$ cat config.mk
export PLATFORM = sky130hd
export DESIGN_NAME = toggle_cover_collector
export DESIGN_NICKNAME = d
export VERILOG_FILES = /design/src/rtl/toggle_cover_collector.sv
export SDC_FILE = /design/constraint.sdc
export NUM_CORES = 1
export LEC_CHECK = 0
export ABC_AREA = 1
export CORE_MARGIN = 3
export CORE_UTILIZATION = 50
export CTS_CLUSTER_DIAMETER = 120
export DETAILED_ROUTE_END_ITERATION = 6
export PLACE_DENSITY = 0.72
export RECOVER_POWER = 25
export SYNTH_ARGS = -nofsm -noshare
export SYNTH_HDL_FRONTEND = slang
export SYNTH_SLANG_ARGS = --single-unit
$ cat constraint.sdc
create_clock -name clock -period 10.1 [get_ports clock]
set_input_delay 3.03 -clock clock [delete_from_list [all_inputs] [get_ports clock]]
set_output_delay 3.03 -clock clock [all_outputs]
set_load 0.005 [all_outputs]
$ cat src/rtl/toggle_cover_collector.sv
// Toggle coverage collector: records first rise/fall of each monitored bit
// and streams each newly covered point once through a valid/ready stage.
module toggle_cover_collector #(
  parameter int WIDTH       = 65,
  parameter int COVER_INDEX = 0,
  parameter int IDX_W       = 32
) (
  input  logic                           clock,
  input  logic                           reset,
  input  logic [WIDTH-1:0]               sig_in,
  input  logic                           sample_en,
  input  logic                           clear,
  output logic                           evt_valid,
  input  logic                           evt_ready,
  output logic [IDX_W-1:0]               evt_index,
  output logic [$clog2(2*WIDTH+1)-1:0]   covered_count,
  output logic                           all_covered
);

  localparam int NP    = 2 * WIDTH;
  localparam int CNT_W = $clog2(NP + 1);
  localparam int PW    = (NP > 1) ? $clog2(NP) : 1;

  logic [WIDTH-1:0] prev;
  logic             armed;
  logic [NP-1:0]    covered;
  logic [NP-1:0]    pending;

  logic [NP-1:0]    hit;
  logic [NP-1:0]    fresh;
  logic [CNT_W-1:0] fresh_cnt;
  logic             any;
  logic [PW-1:0]    pick;
  logic             load;
  logic             take;
  logic [NP-1:0]    take_mask;

  // Edge detection against the previous sample, filtered to first hits
  always_comb begin
    hit = '0;
    for (int i = 0; i < WIDTH; i++) begin
      hit[2*i]   = sample_en & armed & ~prev[i] & sig_in[i];
      hit[2*i+1] = sample_en & armed & prev[i] & ~sig_in[i];
    end
    fresh = hit & ~covered;
  end

  // Number of points that become covered this cycle
  always_comb begin
    fresh_cnt = '0;
    for (int i = 0; i < NP; i++) begin
      fresh_cnt = fresh_cnt + CNT_W'(fresh[i]);
    end
  end

  // Lowest-numbered pending point wins the output stage
  always_comb begin
    any  = 1'b0;
    pick = '0;
    for (int i = NP - 1; i >= 0; i--) begin
      if (pending[i]) begin
        any  = 1'b1;
        pick = PW'(i);
      end
    end
  end

  // Output stage load control and the pending bit it retires
  always_comb begin
    load      = ~evt_valid | evt_ready;
    take      = load & any;
    take_mask = '0;
    if (take) begin
      take_mask[pick] = 1'b1;
    end
  end

  // Sample register: prev follows sig_in even during clear
  always_ff @(posedge clock) begin
    if (!reset) begin
      prev <= '0;
    end else if (sample_en) begin
      prev <= sig_in;
    end
  end

  // Coverage state, pending set and output stage
  always_ff @(posedge clock) begin
    if (!reset) begin
      armed         <= 1'b0;
      covered       <= '0;
      pending       <= '0;
      covered_count <= '0;
      evt_valid     <= 1'b0;
      evt_index     <= '0;
    end else if (clear) begin
      armed         <= 1'b0;
      covered       <= '0;
      pending       <= '0;
      covered_count <= '0;
      evt_valid     <= 1'b0;
    end else begin
      if (sample_en) begin
        armed <= 1'b1;
      end
      covered       <= covered | fresh;
      pending       <= (pending & ~take_mask) | fresh;
      covered_count <= covered_count + fresh_cnt;
      if (load) begin
        evt_valid <= any;
        if (any) begin
          evt_index <= IDX_W'(COVER_INDEX) + IDX_W'(pick);
        end
      end
    end
  end

  // Full coverage flag
  always_comb begin
    all_covered = (covered_count == CNT_W'(NP));
  end

endmodule

==> flow_metrics.py <==
metrics = {
    "outcome": {
        "status": "finished, violations left",
        "failed_checks": "max-capacitance violations, max-slew violations",
    },
    "synthesis": {
        "synth.largest_area_cell": "dfxtp_1",
        "ys_warn_count": 0,
        "synth.distinct_cells": 36,
        "syn_inst": 2414,
        "synth-seq-cells": 343,
        "post-synth-top-area-fraction_pct": 36.9,
        "syn_area_per_cell_um2": 7.72,
        "synth.yosys.seq_area_share_pct": 36.9,
        "synth_area_leaders": "dfxtp_1 37%, fa_1 13%, inv_1 11%",
        "netlist_area_um2": 18600,
    },
    "timing": {
        "worst_slew_pin_slew_ns": 2.86,
        "period_needed_ns": 10.05,
        "finalSetupViolCount": 0,
        "final_max_slew_viol_count": 134,
        "tns_ns": 0,
        "finalWorstSetupSlack_ns": 0.0480,
        "finClkSkew_ns": 0.0246,
        "final_hold_viol_count": 0,
        "fmax_ghz": 0.0995,
        "rsz0062_at_grt": "yes",
        "finalCritPeriodShare_pct": 99.5,
        "slew_headroom_pct": -90.9,
    },
    "critical_path": {
        "critPathArrivalTime_ns": 10.52,
        "critical_path_class": "input port to flop",
        "critPathMaxFanout": 9,
        "worst_r2r_path_depth": 25,
        "crit_path_start_kind": "input port",
        "slowest_stage": "fa_1",
        "crit_required_ns": 10.56,
        "cp-end-kind": "flop",
        "max_stage_delay_ns": 0.67,
    },
    "clocking": {
        "clock_latency_ns": 0.56,
        "cts.reportedPaths.clkPinSlew_ns": 0.06,
        "cts_root_buf": "clkbuf_16",
        "cts_tree": "yes",
        "cts_sinks": 343,
        "htreeDepth": 2,
        "hold_buffers": 0,
        "clockBufferDepth": 3,
        "numCtsBuffers": 38,
    },
    "power": {
        "leakagePower_nw": 9.08,
        "fin_total_pwr_w": 0.00350,
        "vdd_drop_max_v": 0.000134,
        "p_per_area_nw_per_um2": 157,
    },
    "final_layout": {
        "drive_above_1_share_pct": 10.6,
        "mostFrequentLayoutCell": "inv_1",
        "syn2layout_area_growth_pct": 19.7,
        "layout_common_cells": "518 x inv_1, 351 x a21oi_1, 343 x dfxtp_1",
        "fillers": 3196,
        "antenna_cells": 0,
        "fin_nets": 2833,
    },
    "die": {
        "die_y_um": 199,
        "coreArea_um2": 36700,
        "initial_core_util_pct": 50.8,
        "die_area_um2": 39600,
        "die_w_um": 199,
        "ioPinCount": 112,
        "placementRows": 70,
    },
    "global_routing": {
        "grt_antenna_before_repair": 1,
        "grtUsageTotal_pct": 28.0,
        "gr-total-overflow": 0,
        "grt_pass1_wl_mm": 86.8,
        "grt_max_degree": 174,
        "grt_pass1_vias": 16400,
    },
    "detailed_routing": {
        "wl_mm": 56.2,
        "drc_errors": 0,
        "routedWlPerCell_um": 18.1,
        "routed_via_density": 5.57,
        "num_vias": 17300,
        "drt-initial-drc-count": 1924,
        "ant_nets": 0,
        "firstDrtPassIters": 5,
    },
    "placed_design": {
        "routabilityCongestion": 0.997,
        "dp_slack_ns": -0.459,
        "io_buffers": 87,
        "dp_hpwl_mm": 40.5,
    },
    "hold_path": {
        "hold_depth": 2,
        "min_path_type": "flop to flop",
    },
    "job": {
        "max-cap-violations": 2,
    },
}
## sequential cells by signal, indices dropped and copies added (netlist names)
register	cells
pending	130
prev	65
covered	130
covered_count	8
evt_index	8
evt_valid	1
armed	1
## through the flow
step	hold slack (ns)	utilization (%)	instance area (um2)	std cells
finish	0.453	60.8	22300	3105
global route	0.472	60.8	22300	3105
CTS	0.451	60.1	22100	3093
detailed placement	0.442	56.7	20800	3024
global placement	0.436	56.7	20800	3024
floorplan	0.430	-	18800	2437
## logic make-up (layout without fill, tap and decap cells)
family / Yosys count / after routing / share of synthesized area (%)
xor gates and xnor gates: 5 / 5 / 0.235
buffers and inverters: 649 / 849 / 13.7
adders and majority gates: 155 / 155 / 15.2
and+or+nand+nor: 696 / 696 / 18.0
other: 1 / 24 / 0.0201
DFF: 343 / 343 / 36.9
AOI/OAI and AO/OA: 565 / 565 / 15.9
## Yosys cell counts, drive strengths merged
cell type / number
a21boi: 3
dfxtp: 343
or2: 1
nand3b: 1
fa: 120
xor2: 1
a31oi: 4
buf: 34
xnor2: 4
o21ai: 156
nor3: 21
or4: 1
nor4: 16
nand3: 156
inv: 527
clkinv: 1
o21bai: 35
nand4: 167
ha: 35
clkbuf: 87
nor2: 128
o211ai: 4
a211oi: 3
o2111ai: 1
a21oi: 353
o31ai: 3
nand2: 203
and2: 1
conb: 1
o311ai: 3
and3: 1
## final timing paths
path                   start  slack, ns          endpoint
hold / removal    covered[3]       0.45        covered[3]
setup / recovery   sample_en       0.05  covered_count[6]
setup reg to reg       armed       2.17  covered_count[6]
hold reg to reg   covered[3]       0.45        covered[3]
## worst max-delay path: cells and delay by family
| kind | cells | cell delay (ns) |
|---|---|---|
| AND/OR/NAND/NOR | 4 | 0.43 |
| buffers and inverters | 6 | 0.59 |
| adder cells (fa/ha/maj) | 12 | 5.84 |
| AO/OA/AOI/OAI | 4 | 0.62 |
## repair_timing
action / in CTS / in global routing
endpoints found under the hold margin: 0 / 0
endpoints found under the setup margin: 0 / 2
gates resized for setup: 0 / 45
buffers inserted: 0 / 10
## routing by layer
layer	wire length [um]	vias to the layer above	GRT usage [%]
met2	25800	694	45.1
met3	4640	161	4.69
met5	0	-	0
met4	2480	0	12.0
met1	23200	8226	37.4
li1	-	8211	-
## area by class of cell
cell class,count,area (um2),share of cell area [%]
Clock inverter,16,143,0.640
Tap cell,468,586,2.63
Inverter,528,2000,8.98
Timing Repair inverter,1,6.26,0.0281
Sequential cell,343,6870,30.8
Timing Repair Buffer,251,2170,9.73
Clock buffer,53,1110,4.97
Multi-Input combinational cell,1445,9420,42.2
## where the power goes
group	switching [W]	leakage [nW]	internal, W
clock network	0.000576	0.622	0.000821
registers	0.0000285	2.78	0.00139
logic	0.000432	5.68	0.000259
total	0.00104	9.08	0.00247
No activity file was read; power rests on OpenSTA's default activity.
